--- config.mk ---
export PLATFORM = sky130hd
export DESIGN_NAME = rns_compare_pipe
export DESIGN_NICKNAME = d
export VERILOG_FILES = /design/src/rtl/rns_pkg.sv /design/src/rtl/rns_crt_to_bin.sv /design/src/rtl/rns_compare_pipe.sv
export SDC_FILE = /design/constraint.sdc
export NUM_CORES = 1
export LEC_CHECK = 0
export BUFFER_PORTS_ARGS = -buffer_cell sky130_fd_sc_hd__buf_2
export CORE_ASPECT_RATIO = 0.8
export CORE_MARGIN = 1
export CORE_UTILIZATION = 45
export DETAILED_ROUTE_END_ITERATION = 12
export SKIP_LAST_GASP = 1
export SLEW_MARGIN = 10
export SYNTH_ARGS = -nofsm -noshare
export SYNTH_HDL_FRONTEND = slang
export SYNTH_SLANG_ARGS = --single-unit
--- constraint.sdc ---
create_clock -name clk -period 6.2 [get_ports clk]
set_input_delay 0.31 -clock clk [delete_from_list [all_inputs] [get_ports clk]]
set_output_delay 0.31 -clock clk [all_outputs]
set_load 0.02 [all_outputs]
--- src/rtl/rns_pkg.sv ---
// Shared constants and helpers for the three-modulus RNS datapath.
// Moduli defaults, derived range/width, and CRT weight computation.
package rns_pkg;

    localparam int RNS_M1 = 7;
    localparam int RNS_M2 = 8;
    localparam int RNS_M3 = 9;
    localparam int RNS_M  = RNS_M1 * RNS_M2 * RNS_M3;
    localparam int RNS_WM = $clog2(RNS_M);

    // Weight = (m/mi) * inverse of (m/mi) modulo mi, inverse found by search.
    function automatic int crt_weight(input int mi, input int m);
        int q;
        int w;
        q = m / mi;
        w = 0;
        for (int k = 1; k < mi; k++) begin
            if (w == 0 && ((q * k) % mi) == 1) begin
                w = q * k;
            end
        end
        return w;
    endfunction

endpackage

--- src/rtl/rns_crt_to_bin.sv ---
// Residue-to-binary conversion: range check and weighted terms,
// then summation with mod-M reduction. Two stages, shared enable.
module rns_crt_to_bin
    import rns_pkg::*;
#(
    parameter int M1 = RNS_M1,
    parameter int M2 = RNS_M2,
    parameter int M3 = RNS_M3,
    localparam int W1 = $clog2(M1),
    localparam int W2 = $clog2(M2),
    localparam int W3 = $clog2(M3),
    localparam int M  = M1 * M2 * M3,
    localparam int WM = $clog2(M)
) (
    input  logic          clk,
    input  logic          rst,
    input  logic          i_en,
    input  logic          i_valid,
    input  logic [W1-1:0] i_x1,
    input  logic [W2-1:0] i_x2,
    input  logic [W3-1:0] i_x3,
    output logic          o_valid,
    output logic          o_err,
    output logic [WM-1:0] o_v
);

    localparam int WT1 = crt_weight(M1, M);
    localparam int WT2 = crt_weight(M2, M);
    localparam int WT3 = crt_weight(M3, M);
    localparam int PW1 = WM + W1;
    localparam int PW2 = WM + W2;
    localparam int PW3 = WM + W3;
    localparam logic [WM+1:0] C_M  = (WM+2)'(M);
    localparam logic [WM+1:0] C_2M = (WM+2)'(2 * M);

    logic [PW1-1:0] w_p1;
    logic [PW2-1:0] w_p2;
    logic [PW3-1:0] w_p3;
    logic [WM-1:0]  w_t1;
    logic [WM-1:0]  w_t2;
    logic [WM-1:0]  w_t3;
    logic           w_bad;
    logic [WM+1:0]  w_sum;
    logic [WM+1:0]  w_r1;
    logic [WM+1:0]  w_r2;

    logic          r_v1;
    logic          r_e1;
    logic [WM-1:0] r_t1;
    logic [WM-1:0] r_t2;
    logic [WM-1:0] r_t3;
    logic          r_v2;
    logic          r_e2;
    logic [WM-1:0] r_val;

    assign w_p1 = PW1'(i_x1) * PW1'(WT1);
    assign w_p2 = PW2'(i_x2) * PW2'(WT2);
    assign w_p3 = PW3'(i_x3) * PW3'(WT3);

    // Each term is folded below M so the three-term sum stays under 3M.
    assign w_t1 = WM'(w_p1 % PW1'(M));
    assign w_t2 = WM'(w_p2 % PW2'(M));
    assign w_t3 = WM'(w_p3 % PW3'(M));

    assign w_bad = ({1'b0, i_x1} >= (W1+1)'(M1))
                || ({1'b0, i_x2} >= (W2+1)'(M2))
                || ({1'b0, i_x3} >= (W3+1)'(M3));

    always_ff @(posedge clk) begin
        if (rst) begin
            r_v1 <= 1'b0;
            r_e1 <= 1'b0;
            r_t1 <= '0;
            r_t2 <= '0;
            r_t3 <= '0;
        end else if (i_en) begin
            r_v1 <= i_valid;
            r_e1 <= w_bad;
            r_t1 <= w_t1;
            r_t2 <= w_t2;
            r_t3 <= w_t3;
        end
    end

    assign w_sum = (WM+2)'(r_t1) + (WM+2)'(r_t2) + (WM+2)'(r_t3);
    assign w_r1  = (w_sum >= C_2M) ? (w_sum - C_2M) : w_sum;
    assign w_r2  = (w_r1 >= C_M) ? (w_r1 - C_M) : w_r1;

    always_ff @(posedge clk) begin
        if (rst) begin
            r_v2  <= 1'b0;
            r_e2  <= 1'b0;
            r_val <= '0;
        end else if (i_en) begin
            r_v2  <= r_v1;
            r_e2  <= r_e1;
            r_val <= WM'(w_r2);
        end
    end

    assign o_valid = r_v2;
    assign o_err   = r_e2;
    assign o_v     = r_val;

endmodule

--- src/rtl/rns_compare_pipe.sv ---
// Three-stage RNS-operand vs. programmable-threshold comparator
// with valid/ready handshakes and residue range flagging.
module rns_compare_pipe
    import rns_pkg::*;
#(
    parameter int M1        = RNS_M1,
    parameter int M2        = RNS_M2,
    parameter int M3        = RNS_M3,
    parameter int RST_CONST = 10,
    localparam int W1 = $clog2(M1),
    localparam int W2 = $clog2(M2),
    localparam int W3 = $clog2(M3),
    localparam int M  = M1 * M2 * M3,
    localparam int WM = $clog2(M)
) (
    input  logic          clk,
    input  logic          rst,
    input  logic          in_valid,
    output logic          in_ready,
    input  logic [W1-1:0] x1,
    input  logic [W2-1:0] x2,
    input  logic [W3-1:0] x3,
    input  logic          cfg_we,
    input  logic [WM-1:0] cfg_const,
    output logic          cfg_err,
    output logic          out_valid,
    input  logic          out_ready,
    output logic          le,
    output logic          eq,
    output logic          gr,
    output logic          err
);

    logic          w_adv;
    logic          w_cfg_ok;
    logic          w_cfg_bad;
    logic [WM-1:0] w_t_acc;
    logic          w_v2;
    logic          w_e2;
    logic [WM-1:0] w_v;

    logic [WM-1:0] r_thr;
    logic          r_cfg_err;
    logic [WM-1:0] r_tq1;
    logic [WM-1:0] r_tq2;
    logic          r_ov;
    logic          r_le;
    logic          r_eq;
    logic          r_gr;
    logic          r_err;

    assign w_adv    = !r_ov || out_ready;
    assign in_ready = w_adv;

    assign w_cfg_ok  = cfg_we && ({1'b0, cfg_const} < (WM+1)'(M));
    assign w_cfg_bad = cfg_we && !w_cfg_ok;

    // A load in the accept cycle already applies to the accepted operand.
    assign w_t_acc = w_cfg_ok ? cfg_const : r_thr;

    always_ff @(posedge clk) begin
        if (rst) begin
            r_thr     <= WM'(RST_CONST);
            r_cfg_err <= 1'b0;
        end else begin
            if (w_cfg_ok) begin
                r_thr <= cfg_const;
            end
            r_cfg_err <= w_cfg_bad;
        end
    end

    always_ff @(posedge clk) begin
        if (rst) begin
            r_tq1 <= '0;
            r_tq2 <= '0;
        end else if (w_adv) begin
            r_tq1 <= w_t_acc;
            r_tq2 <= r_tq1;
        end
    end

    rns_crt_to_bin #(
        .M1(M1),
        .M2(M2),
        .M3(M3)
    ) u_crt (
        .clk    (clk),
        .rst    (rst),
        .i_en   (w_adv),
        .i_valid(in_valid),
        .i_x1   (x1),
        .i_x2   (x2),
        .i_x3   (x3),
        .o_valid(w_v2),
        .o_err  (w_e2),
        .o_v    (w_v)
    );

    always_ff @(posedge clk) begin
        if (rst) begin
            r_ov  <= 1'b0;
            r_le  <= 1'b0;
            r_eq  <= 1'b0;
            r_gr  <= 1'b0;
            r_err <= 1'b0;
        end else if (w_adv) begin
            r_ov  <= w_v2;
            r_err <= w_v2 && w_e2;
            r_le  <= w_v2 && !w_e2 && (w_v < r_tq2);
            r_eq  <= w_v2 && !w_e2 && (w_v == r_tq2);
            r_gr  <= w_v2 && !w_e2 && (w_v > r_tq2);
        end
    end

    assign cfg_err   = r_cfg_err;
    assign out_valid = r_ov;
    assign le        = r_le;
    assign eq        = r_eq;
    assign gr        = r_gr;
    assign err       = r_err;

endmodule
* Word-level counts from Yosys, hierarchy flattened
Cells that the tools add are included.
Storage, ports and cells: register bits 73, bits of input ports 24
Cells by class: add/sub/neg operators 4, $mul 3, div/mod/pow operators 3, order comparisons 7, equality and inequality tests 1, mux-type cells 3, reduce and logical (&&, ||, !) cells 12
Operators with widths (number):
- $mod A12 B9 Y12 const B | 2
- $mux W9 | 2
- $mod A13 B9 Y13 const B | 1
- $mul A3 B9 Y12 const B | 1
- $add A11 B9 Y11 | 1
- $ge A11 B10 Y1 const B | 1
- $ge A11 B9 Y1 const B | 1
- $mux W11 | 1
- $sub A11 B10 Y11 const B | 1
- $add A9 B9 Y10 | 1
- $mul A4 B6 Y10 const B | 1
- $eq A9 B9 Y1 | 1
- $gt A9 B9 Y1 | 1
- $lt A9 B9 Y1 | 1
- $lt A9 B9 Y1 const B | 1
- $sub A9 B9 Y9 const B | 1
- $logic_and A1 B1 Y1 | 7
- $mul A3 B4 Y7 const B | 1
- $ge A4 B4 Y1 const B | 1
- $ge A3 B3 Y1 const B | 1
- $logic_not A1 Y1 | 3
- $logic_or A1 B1 Y1 | 2

* Longest topological paths before layout
Gate-level depths: netlist of run 1.
depth after elaboration 6, gate-level depth with buffers 22, gate-level depth less buffers 22

* Hierarchy
A second synthesis of run 1 with hierarchy kept.
Unflattened totals: cells, all modules 644, area, all modules 5287.6 um^2
Modules (own cells, without submodules):
- rns_crt_to_bin | times used 1, cells an instance 481, area an instance 3877.5 um^2, seq. area each 680.7 um^2
- rns_compare_pipe | times used 1, cells an instance 163, area an instance 1410.1 um^2, seq. area each 660.6 um^2

* Worst setup path before layout of run 1
Ideal clock, no wire load.
kind input -> register, start input x3[2], end register u_crt.r_t3[4], arrival 4.936 ns, data required time 6.054 ns, path slack 1.117 ns, stages 20, path buffers 0, path through inv_1 ha_1 inv_1 ha_1 ha_1 xnor2_2 inv_2 ha_1 nor2b_1 and4_1 o211a_1 or2_1 o32ai_1 o211ai_1 a21oi_1 mux2_2 o311ai_2 a21boi_2 mux2i_1 a211oi_2
Between the ends: longest elaborated chain between the ends 2
Ends and longest elaborated chain:
- start: declaration | RTL line rns_compare_pipe.sv:22 | input logic [W3-1:0] x3,
- $mul A4 B6 Y10 | RTL line rns_crt_to_bin.sv:58 | assign w_p3 = PW3'(i_x3) * PW3'(WT3);
- $mod A13 B9 Y13 | RTL line rns_crt_to_bin.sv:63 | assign w_t3 = WM'(w_p3 % PW3'(M));
- end signal: assignment | RTL line rns_crt_to_bin.sv:81 | r_t3 <= w_t3;
- end: declaration | RTL line rns_crt_to_bin.sv:51 | logic [WM-1:0] r_t3;
Every way passes these cells. A chain may end at the register's enable or synchronous reset.

* Worst setup path after layout of run 1
Same ends and word-level chain as after synthesis.

==> results of run 1 <==
[final cells by class]
cell class,count,share of cell area
timing repair buffer,35,0.0288
multi-input combinational,629,0.661
clock buffer,13,0.0384
clock inverter,3,0.00730
inverter,43,0.0248
tap,175,0.0336
sequential,67,0.206
[sequential cells by signal, summed over array words and instances (netlist names), 6 cells and up]
name,cells
r_tq2,9
u_crt.o_v,9
r_thr,9
r_tq1,9
u_crt.r_t3,6
u_crt.r_t1,6
u_crt.r_t2,9
[through the flow]
| step | hold slack, ps | setup WS, ps |
|---|---|---|
| after floorplan | 429 | 1120 |
| after global placement | 441 | 784 |
| after detailed placement | 446 | 585 |
| after CTS | 228 | 899 |
| after global routing | 262 | 411 |
| final | 236 | 865 |
[worst reg2reg max path, cell delays in order, from the launching register on]
cell and delay (ps):
sky130_fd_sc_hd__dfxtp_1 320, sky130_fd_sc_hd__ha_1 220, sky130_fd_sc_hd__fa_1 410, sky130_fd_sc_hd__xor2_1 180, sky130_fd_sc_hd__ha_1 310, sky130_fd_sc_hd__nor2b_1 140
sky130_fd_sc_hd__o21ai_0 170, sky130_fd_sc_hd__a21boi_0 190, sky130_fd_sc_hd__o21a_1 220, sky130_fd_sc_hd__or3_1 300, sky130_fd_sc_hd__a211oi_1 520, sky130_fd_sc_hd__nor2_1 180
sky130_fd_sc_hd__xnor2_1 180, sky130_fd_sc_hd__ha_1 210, sky130_fd_sc_hd__o2bb2ai_1 150, sky130_fd_sc_hd__a41oi_1 420, sky130_fd_sc_hd__mux2_2 380, sky130_fd_sc_hd__nand2_1 70
sky130_fd_sc_hd__a21oi_1 70
[how the worst max path moves through the flow]
stage / from / endpoint / cells past startpoint / slack [ps]
detailed placement: x3[2] / u_crt.r_t3[4] / 21 / 590
global placement: x3[2] / u_crt.r_t3[4] / 21 / 780
floorplan: x3[2] / u_crt.r_t3[4] / 20 / 1120
finish: x3[2] / u_crt.r_t3[4] / 21 / 870
CTS: x3[2] / u_crt.r_t3[4] / 21 / 900
global route: x3[2] / u_crt.r_t3[4] / 21 / 410
[cells in the final DEF (no fill, tap or decap), drive strengths merged, types with 5 or more instances in the layout]
cell type / netlist / final
ha: 60 / 60
a21oi: 67 / 67
or2: 8 / 8
fa: 5 / 5
nor3: 15 / 15
and3: 6 / 6
nand3: 31 / 31
nor4: 8 / 8
nor2: 78 / 78
xor2: 8 / 8
o211ai: 10 / 10
mux2: 5 / 5
clkbuf: 23 / 13
a211oi: 20 / 20
o21a: 9 / 9
xnor2: 34 / 34
a211o: 6 / 6
o21ai: 42 / 42
nand4: 6 / 6
nor2b: 9 / 9
a31oi: 7 / 7
o22ai: 7 / 7
nand2b: 12 / 12
inv: 42 / 42
mux2i: 10 / 10
nand2: 94 / 94
dfxtp: 67 / 67
buf: 3 / 35
[power by group through the flow]
stage / combinational [W] / clock (W) / sequential [W]
after floorplan: 0.000743 / 0 / 0.000521
after global placement: 0.000900 / 0 / 0.000536
after detailed placement: 0.000925 / 0 / 0.000537
after CTS: 0.000932 / 0.000514 / 0.000529
after global routing: 0.00106 / 0.000535 / 0.000535
final: 0.000934 / 0.000503 / 0.000528
[layer usage]
layer	wire length, microns	global-route usage
met4	86	0.0432
met3	492	0.0185
met2	6190	0.326
met5	0	0
met1	7110	0.310
[logic make-up (layout without fill, tap and decap cells)]
| family | count (synthesis) | count (layout) |
|---|---|---|
| and+or+nand+nor | 286 | 286 |
| AOI/OAI and AO/OA | 220 | 220 |
| buffers and inverters | 69 | 94 |
| DFF | 67 | 67 |
| adders and majority gates | 66 | 66 |
| xor gates and xnor gates | 42 | 42 |
| muxes | 15 | 15 |
==> results.rst, run 1 <==
.. list-table::
   :header-rows: 1

   * - Metric
     - Value
   * - Root Buffer
     - sky130_fd_sc_hd__clkbuf_16
   * - Reg-to-reg critical path startpoint
     - u_crt.r_t2[3]
   * - Number of global-route vias before repair
     - 4874
   * - Number of synthesis warnings
     - 0
   * - Main flop type after synthesis
     - sky130_fd_sc_hd__dfxtp_1
   * - Fraction of layout cells with a size suffix above 1
     - 0.111
   * - Area leader, netlist
     - sky130_fd_sc_hd__dfxtp_1
   * - Post-Syn Instances
     - 765
   * - Number of endpoints with negative hold slack in the final report
     - 0
   * - Final non-filler cell total
     - 965
   * - Count of max-cap constraint violations
     - 0
   * - Startpoint of the lowest-slack hold path
     - in_valid
   * - Outcome
     - finished clean
   * - Iteration-0 DRC Markers
     - 342
   * - Switching component of the power
     - 0.000768 W
   * - Length of the first detailed-routing pass in iterations
     - 6
   * - Setup slack on the worst flop-to-flop path
     - 1410 ps
   * - Number of fillers in the final layout
     - 1279
   * - Synth Register Bits
     - 67
   * - Clock transition time at the flip-flop clock pins of the worst setup and hold paths
     - 60 ps
   * - Multi-input gate area in the final layout
     - 4310 sq um
   * - Detail-routed via count per cell
     - 5.62
   * - Worst min-delay path category
     - in -> reg
   * - Height of the chip
     - 104 microns
   * - Most Frequent Cell on Critical Path
     - sky130_fd_sc_hd__ha_1
   * - Area share of fa/ha/maj cells after synthesis
     - 0.146
   * - Register area
     - 1340 sq um
   * - Kind of start point of the critical path
     - input port
   * - Pwr per Cell Area
     - 302 nW/um^2
   * - Area share of the largest cell type after synthesis
     - 0.227
   * - Avg WL per Cell
     - 14.4 microns
   * - Fraction of synthesis flops using an asynchronous set or reset pin
     - 0
   * - Share of the yosys chip area belonging to registers
     - 0.227
   * - Slowest cell on the critical path
     - sky130_fd_sc_hd__o32ai_1
   * - Finished Core Util
     - 0.508
   * - Cells traversed along the worst timing path
     - buf_2, inv_1, ha_1, inv_1, ha_1, ha_1, a21oi_1, xnor2_1, ha_1, nor2b_1, and4_1, o211a_1, or2_1, o32ai_1, o211ai_1, a21oi_1, mux2_2, o311ai_2, a21boi_2, mux2i_1, a211oi_2
   * - Multiplexer share of the synthesized area
     - 0.0265
   * - Largest net degree at the start of global routing
     - 69
   * - Routed Wire Length
     - 13900 microns
   * - Wire length of the first global-routing pass
     - 23300 microns
   * - Layout overhead on the synthesized area
     - 10.2%
   * - Most instantiated cells after synthesis
     - sky130_fd_sc_hd__nand2_1 (94), sky130_fd_sc_hd__nor2_1 (77), sky130_fd_sc_hd__dfxtp_1 (67), sky130_fd_sc_hd__a21oi_1 (64), sky130_fd_sc_hd__ha_1 (60)
   * - Placer Congestion
     - 0.960
   * - Type of destination of the critical path
     - flop
   * - Register share of total power
     - 0.269
   * - Highest cell delay on the worst timing path
     - 550 ps
   * - Overall power after layout
     - 0.00197 W
   * - Slew headroom
     - 0.443
   * - Avg Inst Size Synth
     - 7.72 sq um
   * - Post-Synthesis Net Count
     - 854
   * - Final-stage net count
     - 874
   * - Post-Synth Simple-Gate Area
     - 0.231
   * - Clock Latency Late Sink
     - 320 ps
   * - Hold_buf cts
     - 0
   * - TritonCTS clock tree
     - built
   * - Count of nets left with antenna violations after detail routing
     - 0
   * - Endpoint of the most critical register-to-register path
     - u_crt.o_v[4]
   * - Detailed-route via count
     - 5424
   * - WHS Path Cells
     - 3
   * - IO Port Bufs
     - 30
   * - Static Leak
     - 2.69 nW
   * - DIE AREA
     - 13600 sq um
   * - Upper clock frequency limit
     - 0.187 GHz
   * - Final Slew Violations
     - 0
   * - Compound-cell area share of the yosys netlist
     - 0.259
   * - End point of the worst hold path
     - u_crt.r_v1
   * - Crit-path leading delay family
     - compound AO/OA/AOI/OAI gates
   * - Comb pwr share
     - 0.475
   * - Sw Share
     - 0.391
   * - Largest vdd supply drop
     - 0.215 mV
   * - Number of top-level pins
     - 31
   * - Worst slew pin tran
     - 829 ps
   * - Required time worst endpoint
     - 6380 ps
   * - Crit path buffers/inverters
     - 3
   * - Number of cells on the worst reg-to-reg path
     - 18
   * - Clock sinks
     - 67
   * - CTS H-tree lvls
     - 3
   * - Sum of overflow across all layers after global routing
     - 0
   * - Count of antenna diodes in the layout
     - 0
   * - Detailed-route DRC error count
     - 0
   * - Placed cell count
     - 949
   * - Combined area of all synthesized cells
     - 5910 sq um
   * - Count of distinct cell types in the synthesized netlist
     - 89
   * - RSZ-0062 raised after global routing
     - false
   * - Accumulated negative setup slack
     - 0 ps
   * - Initial standard-cell utilization of the core
     - 0.461
   * - Placement-stage cell area
     - 6220 sq um
   * - Share of the clock period used by the worst path after layout
     - 0.860
   * - Global-route usage over all layers
     - 0.209
   * - Post-cts gate resize count
     - 0
   * - Core area
     - 12800 sq um
   * - Leading cell types by total area after synthesis
     - sky130_fd_sc_hd__dfxtp_1 (23%), sky130_fd_sc_hd__ha_1 (13%), sky130_fd_sc_hd__nand2_1 (6.0%)
   * - Post-CTS Setup Repair Bufs
     - 0
   * - Final non-filler cell area
     - 6510 sq um
   * - Total half-perimeter wirelength after legalization and detailed placement
     - 10700 microns
   * - Post-route minimum period
     - 5330 ps
   * - Antenna violations before repair
     - 0
   * - Internal power consumption
     - 0.00120 W
   * - Parity-gate share of the synthesized area counting xor and xnor cells
     - 0.0648
   * - Post-synth EDFFs
     - 0
   * - Clock network fraction of design power
     - 0.256
   * - Dominant combinational cell family by area after synthesis
     - compound AO/OA/AOI/OAI gates
   * - Largest driver fanout on the critical path
     - 8
   * - Setup skew after layout
     - 6.54 ps
   * - Crit Path Category
     - in -> reg
   * - Number of buffers created by CTS
     - 9
   * - Die X-Extent
     - 130 microns
   * - Final Setup Violations
     - 0
   * - Leading cell type by number of instances after synthesis
     - sky130_fd_sc_hd__nand2_1
   * - Arrival time of data at the critical path endpoint
     - 5520 ps
   * - Site Rows
     - 37
   * - Maximum buffer depth of the clock tree
     - 2
(Power assumes the default switching activity.)
==> inputs of run 2 (changes only) <==
- GPL_TIMING_DRIVEN: unset -> 0
==> run 2 against run 1 <==
Net effect: register-to-register slack lost 100 ps; fmax shrank 8.0%; worst setup slack lost 460 ps; count of clock-buffer cells in the layout is the same; flip-flop and latch count is the same; sequential power is essentially flat; combinational power grew 1%; via count grew 4.5%; critical path depth is the same; core utilization grew 0.86 points; largest power group unchanged.
==> results.rst, run 2 (synthesized netlist as in run 1, its figures left out) <==
.. list-table::
   :header-rows: 1

   * - Metric
     - Value
   * - Final Setup Violations
     - 0 (unchanged)
   * - Post-cts gate resize count
     - 0 (unchanged)
   * - Crit path buffers/inverters
     - 4 (+1)
   * - Clock network fraction of design power
     - 0.277 (+0.021)
   * - Avg WL per Cell
     - 15.6 microns (+8.4%)
   * - Static Leak
     - 2.73 nW (+1.4%)
   * - Share of the clock period used by the worst path after layout
     - 0.935 (+0.0747)
   * - Clock Latency Late Sink
     - 330 ps (about the same)
   * - Routed Wire Length
     - 15400 microns (+11%)
   * - Most Frequent Cell on Critical Path
     - sky130_fd_sc_hd__ha_1
   * - Largest vdd supply drop
     - 0.147 mV (-32%)
   * - Initial standard-cell utilization of the core
     - 0.461 (unchanged)
   * - Arrival time of data at the critical path endpoint
     - 5970 ps (+450 ps)
   * - Largest net degree at the start of global routing
     - 12 (-83%)
   * - Switching component of the power
     - 0.000781 W (+1.6%)
   * - Placer Congestion
     - 0.886 (-7.7%)
   * - RSZ-0062 raised after global routing
     - false
   * - Kind of start point of the critical path
     - input port
   * - TritonCTS clock tree
     - built
   * - Number of buffers created by CTS
     - 9 (unchanged)
   * - Sw Share
     - 0.383 (-0.00812)
   * - Hold_buf cts
     - 0 (unchanged)
   * - Height of the chip
     - 104 microns (unchanged)
   * - Cells traversed along the worst timing path
     - buf_2, inv_1, ha_1, inv_1, ha_1, ha_1, xnor2_2, inv_2, ha_1, nor2b_1, and4_1, o211a_1, or2_1, o32ai_2, o211ai_1, a21oi_1, mux2_2, o311ai_2, a21boi_2, mux2i_1, a211oi_2
   * - Number of fillers in the final layout
     - 1271 (-0.63%)
   * - Fraction of layout cells with a size suffix above 1
     - 0.107 (-0.00412)
   * - Maximum buffer depth of the clock tree
     - 2 (unchanged)
   * - Detail-routed via count per cell
     - 5.75 (+2.3%)
   * - Highest cell delay on the worst timing path
     - 500 ps (-50 ps)
   * - Die X-Extent
     - 130 microns (unchanged)
   * - Largest driver fanout on the critical path
     - 9 (+1)
   * - Final-stage net count
     - 895 (+2.4%)
   * - Multi-input gate area in the final layout
     - 4310 sq um (unchanged)
   * - Crit Path Category
     - in -> reg
   * - IO Port Bufs
     - 30 (unchanged)
   * - Worst setup slack after placement
     - -102 ps (-688 ps)
   * - Pwr per Cell Area
     - 308 nW/um^2 (+2.1%)
   * - Iteration-0 DRC Markers
     - 270 (-21%)
   * - Post-route minimum period
     - 5800 ps (+463 ps)
   * - Worst min-delay path category
     - in -> reg
   * - Most common cell after layout, fill and taps aside
     - sky130_fd_sc_hd__nand2_1
   * - CTS H-tree lvls
     - 3 (unchanged)
   * - Length of the first detailed-routing pass in iterations
     - 5 (-1)
   * - Register area
     - 1340 sq um (unchanged)
   * - Comb pwr share
     - 0.465 (-0.010)
   * - Layout overhead on the synthesized area
     - 12.1%
   * - Core area
     - 12800 sq um (unchanged)
   * - Final Slew Violations
     - 0 (unchanged)
   * - Count of nets left with antenna violations after detail routing
     - 0 (unchanged)
   * - Required time worst endpoint
     - 6370 ps (about the same)
   * - Setup skew after layout
     - 10.8 ps (+4.26 ps)
   * - Finished Core Util
     - 0.517 (+0.00859)
   * - Crit-path leading delay family
     - compound AO/OA/AOI/OAI gates
   * - Slowest cell on the critical path
     - sky130_fd_sc_hd__xnor2_2
   * - Site Rows
     - 37 (unchanged)
   * - Detailed-route DRC error count
     - 0 (unchanged)
   * - Number of global-route vias before repair
     - 5224 (+7.2%)
   * - Count of antenna diodes in the layout
     - 0 (unchanged)
   * - Sum of overflow across all layers after global routing
     - 0 (unchanged)
   * - Post-CTS Setup Repair Bufs
     - 0 (unchanged)
   * - Setup slack on the worst flop-to-flop path
     - 1310 ps (-100 ps)
   * - Number of endpoints with negative hold slack in the final report
     - 0 (unchanged)
   * - Total half-perimeter wirelength after legalization and detailed placement
     - 12200 microns (+14%)
   * - Detailed-route via count
     - 5669 (+4.5%)
   * - Overall power after layout
     - 0.00204 W (+3.8%)
   * - Worst-case setup margin in the final layout
     - 402 ps (-463 ps)
   * - Type of destination of the critical path
     - flop
   * - Register share of total power
     - 0.258 (-0.011)
   * - Highest-count cells in the layout ignoring fill and taps
     - sky130_fd_sc_hd__nand2_1 (94), sky130_fd_sc_hd__nor2_1 (77), sky130_fd_sc_hd__dfxtp_1 (67), sky130_fd_sc_hd__a21oi_1 (64), sky130_fd_sc_hd__ha_1 (60)
   * - Clock sinks
     - 67 (unchanged)
   * - Number of top-level pins
     - 31 (unchanged)
   * - Wire length of the first global-routing pass
     - 25400 microns (+9.1%)
   * - Slew headroom
     - 0.455 (+0.0121)
   * - Root Buffer
     - sky130_fd_sc_hd__clkbuf_16
   * - DIE AREA
     - 13600 sq um (unchanged)
   * - Count of max-cap constraint violations
     - 0 (unchanged)
   * - Accumulated negative setup slack
     - 0 ps (unchanged)
   * - Clock transition time at the flip-flop clock pins of the worst setup and hold paths
     - 50 ps (about the same)
   * - Outcome
     - finished clean
   * - Worst slew pin tran
     - 811 ps (-18.0 ps)
   * - Global-route usage over all layers
     - 0.234 (+0.0242)
   * - Internal power consumption
     - 0.00126 W (+5.2%)
   * - Antenna violations before repair
     - 0 (unchanged)
   * - Upper clock frequency limit
     - 0.172 GHz (-8.0%)
run 2: power by group through the flow:
stage | logic, W | clock network, W | registers, W
finish | 0.000948 | 0.000566 | 0.000526
global route | 0.00107 | 0.000594 | 0.000531
CTS | 0.000945 | 0.000569 | 0.000526
detailed placement | 0.000938 | 0 | 0.000534
global placement | 0.000906 | 0 | 0.000535
floorplan | 0.000743 | 0 | 0.000521
run 2: area by class of cell:
| class | instances | area share |
|---|---|---|
| buffer | 26 | 0.0161 |
| clock buffer | 13 | 0.0408 |
| clock inverter | 3 | 0.0104 |
| inverter | 43 | 0.0244 |
| multi-input combinational | 629 | 0.650 |
| sequential | 67 | 0.202 |
| tap | 175 | 0.0331 |
| timing repair buffer | 30 | 0.0227 |
run 2: path summary, 6_finish.rpt:
kind                               startpoint             to  cells past startpoint
worst max-delay path                    x3[2]  u_crt.r_t3[4]                     21
worst min-delay path             cfg_const[1]       r_thr[1]                      3
worst max register to register  u_crt.r_t2[3]   u_crt.o_v[4]                     17
worst min register to register       r_tq2[5]       r_tq2[5]                      2
run 2: metrics by stage:
stage | hold WS (ps) | std cells | area, sq um
floorplan | 429 | 765 | 5910
global placement | 442 | 970 | 6280
detailed placement | 446 | 970 | 6280
CTS | 244 | 986 | 6620
global route | 245 | 986 | 6620
finish | 245 | 986 | 6620
run 2: routing by layer:
metal	routed length, microns	GRT usage	part of all wire	up-vias
li1	-	-	-	2845
met1	7480	0.325	0.49	2670
met2	7030	0.379	0.46	137
met3	655	0.0309	0.043	17
met4	196	0.0540	0.013	0
met5	0	0	0	-
run 2: worst min-delay path: cells and delay by family:
kind	cells	cell delay [ps]
buf+inv	1	70
mux	1	80
simple gates	1	80
==> inputs of run 3 (changes only) <==
- BUFFER_PORTS_ARGS: -buffer_cell sky130_fd_sc_hd__buf_2 -> -buffer_cell sky130_fd_sc_hd__buf_4
==> run 3 against run 2 <==
Net effect: count of clock-buffer cells in the layout shrank 3; critical path depth is the same; die area unchanged; sequential share of layout area shrank 0.17 points; first-iteration DRC count up 24%; core utilization rose by 0.43 points; sequential power about the same; routed wire length shrank 1.4%; critical path type unchanged; largest power group unchanged.
==> results.rst, run 3 (synthesized netlist as in run 1, its figures left out) <==
.. list-table::
   :header-rows: 1

   * - Metric
     - Value
   * - Final Slew Violations
     - 0 (unchanged)
   * - Crit path buffers/inverters
     - 4 (unchanged)
   * - Most common cell after layout, fill and taps aside
     - sky130_fd_sc_hd__nand2_1
   * - Length of the first detailed-routing pass in iterations
     - 5 (unchanged)
   * - Final-stage net count
     - 895 (unchanged)
   * - Avg WL per Cell
     - 15.4 microns (-1.4%)
   * - CTS H-tree lvls
     - 3 (unchanged)
   * - Wire length of the first global-routing pass
     - 24700 microns (-2.8%)
   * - Sw Share
     - 0.389 (+0.00616)
   * - Number of top-level pins
     - 31 (unchanged)
   * - Highest-count cells in the layout ignoring fill and taps
     - sky130_fd_sc_hd__nand2_1 (94), sky130_fd_sc_hd__nor2_1 (77), sky130_fd_sc_hd__dfxtp_1 (67), sky130_fd_sc_hd__a21oi_1 (64), sky130_fd_sc_hd__ha_1 (60)
   * - Pwr per Cell Area
     - 301 nW/um^2 (-2.1%)
   * - Count of max-cap constraint violations
     - 0 (unchanged)
   * - Crit Path Category
     - in -> reg
   * - Initial standard-cell utilization of the core
     - 0.461 (unchanged)
   * - Post-cts gate resize count
     - 0 (unchanged)
   * - Fraction of layout cells with a size suffix above 1
     - 0.107 (unchanged)
   * - Hold_buf cts
     - 0 (unchanged)
   * - Setup skew after layout
     - 8.38 ps (-2.42 ps)
   * - Placer Congestion
     - 0.922 (+4.1%)
   * - TritonCTS clock tree
     - built
   * - Core area
     - 12800 sq um (unchanged)
   * - Count of antenna diodes in the layout
     - 0 (unchanged)
   * - Static Leak
     - 2.74 nW (+0.29%)
   * - RSZ-0062 raised after global routing
     - false
   * - Upper clock frequency limit
     - 0.174 GHz (+1.2%)
   * - Internal power consumption
     - 0.00123 W (-2.3%)
   * - Detailed-route via count
     - 5582 (-1.5%)
   * - Largest vdd supply drop
     - 0.188 mV (+28%)
   * - Number of buffers created by CTS
     - 9 (unchanged)
   * - Post-CTS Setup Repair Bufs
     - 0 (unchanged)
   * - Crit-path leading delay family
     - compound AO/OA/AOI/OAI gates
   * - Largest net degree at the start of global routing
     - 13 (+1)
   * - Arrival time of data at the critical path endpoint
     - 5920 ps (-50 ps)
   * - Detail-routed via count per cell
     - 5.66 (-1.5%)
   * - IO Port Bufs
     - 30 (unchanged)
   * - Overall power after layout
     - 0.00201 W (-1.3%)
   * - Die X-Extent
     - 130 microns (unchanged)
   * - Largest driver fanout on the critical path
     - 9 (unchanged)
   * - Site Rows
     - 37 (unchanged)
   * - Switching component of the power
     - 0.000783 W (+0.29%)
   * - Worst-case setup margin in the final layout
     - 469 ps (+67.1 ps)
   * - Clock Latency Late Sink
     - 330 ps (about the same)
   * - Routed Wire Length
     - 15100 microns (-1.4%)
   * - Comb pwr share
     - 0.470 (+0.005)
   * - Clock transition time at the flip-flop clock pins of the worst setup and hold paths
     - 60 ps (about the same)
   * - Sum of overflow across all layers after global routing
     - 0 (unchanged)
   * - Iteration-0 DRC Markers
     - 335 (+24%)
   * - Register area
     - 1340 sq um (unchanged)
   * - Total half-perimeter wirelength after legalization and detailed placement
     - 12000 microns (-1.1%)
   * - Type of destination of the critical path
     - flop
   * - Antenna violations before repair
     - 0 (unchanged)
   * - Worst slew pin tran
     - 795 ps (-16.6 ps)
   * - DIE AREA
     - 13600 sq um (unchanged)
   * - Number of endpoints with negative hold slack in the final report
     - 0 (unchanged)
   * - Slowest cell on the critical path
     - sky130_fd_sc_hd__xnor2_2
   * - Number of fillers in the final layout
     - 1275 (+0.31%)
   * - Height of the chip
     - 104 microns (unchanged)
   * - Final Setup Violations
     - 0 (unchanged)
   * - Worst setup slack after placement
     - -32.9 ps (+69.3 ps)
   * - Maximum buffer depth of the clock tree
     - 2 (unchanged)
   * - Worst min-delay path category
     - in -> reg
   * - Share of the clock period used by the worst path after layout
     - 0.924 (-0.0108)
   * - Slew headroom
     - 0.467 (+0.0111)
   * - Post-route minimum period
     - 5730 ps (-67.1 ps)
   * - Detailed-route DRC error count
     - 0 (unchanged)
   * - Root Buffer
     - sky130_fd_sc_hd__clkbuf_16
   * - Highest cell delay on the worst timing path
     - 520 ps (+20 ps)
   * - Cells traversed along the worst timing path
     - buf_4, inv_1, ha_1, inv_1, ha_1, ha_1, xnor2_2, inv_2, ha_1, nor2b_1, and4_1, o211a_1, or2_1, o32ai_2, o211ai_1, a21oi_1, mux2_2, o311ai_2, a21boi_2, mux2i_1, a211oi_2
   * - Clock sinks
     - 67 (unchanged)
   * - Layout overhead on the synthesized area
     - 13.0%
   * - Required time worst endpoint
     - 6390 ps (+20 ps)
   * - Outcome
     - finished clean
   * - Minimum hold slack
     - 250 ps (+5.49 ps)
   * - Register share of total power
     - 0.262 (+0.004)
   * - Number of global-route vias before repair
     - 5147 (-1.5%)
   * - Kind of start point of the critical path
     - input port
   * - Global-route usage over all layers
     - 0.227 (-0.00608)
   * - Finished Core Util
     - 0.521 (+0.00429)
   * - Multi-input gate area in the final layout
     - 4310 sq um (unchanged)
   * - Count of nets left with antenna violations after detail routing
     - 0 (unchanged)
   * - Most Frequent Cell on Critical Path
     - sky130_fd_sc_hd__ha_1
   * - Clock network fraction of design power
     - 0.268 (-0.009)
[run 3: cell types whose count changed in the layout (fill, tap and decap cells not counted), sizes merged]
cell	delta
clkinvlp	+1
clkinv	+2
clkbuf	-3
[run 3: power by group through the flow]
stage	logic, W	registers [W]	clock network, W
2_1_floorplan	0.000743	0.000521	0
3_3_place_gp	0.000911	0.000536	0
3_5_place_dp	0.000936	0.000536	0
4_1_cts	0.000942	0.000527	0.000545
5_1_grt	0.00108	0.000533	0.000567
6_report	0.000947	0.000527	0.000539
[run 3: area by class of cell]
type,count,share of cell area
clock buffer,10,0.0343
tap,175,0.0328
clock inverter,6,0.0135
timing repair buffer,30,0.0337
inverter,43,0.0242
multi-input combinational,629,0.645
sequential,67,0.201
buffer,26,0.0159
[run 3: final timing paths]
check                   to  slack, ps     startpoint  cells past startpoint
max          u_crt.r_t3[4]        470          x3[2]                     21
min               r_thr[2]        250   cfg_const[2]                      3
max reg2reg   u_crt.o_v[4]       1400  u_crt.r_t2[3]                     18
min reg2reg       r_tq2[2]        450       r_tq2[2]                      2
[run 3: stage by stage]
stage          instance area [sq um]  instances  TNS, ps
2_1_floorplan                   5910        765        0
3_3_place_gp                    6350        970   -0.189
3_5_place_dp                    6350        970    -32.9
4_1_cts                         6670        986        0
5_1_grt                         6680        986        0
6_report                        6680        986        0
[run 3: routing by layer]
metal | wire length, microns | global-route usage
met5 | 0 | 0
met4 | 244 | 0.0548
met3 | 644 | 0.0273
met2 | 6820 | 0.360
met1 | 7440 | 0.324
[run 3: worst register-to-register path: cells and delay by family (launching register included)]
kind            cells  cell delay (ps)
flops               1              320
compound gates      7             1780
xor+xnor            2              350
mux                 1              390
fa+ha+maj           4             1160
simple gates        4              680
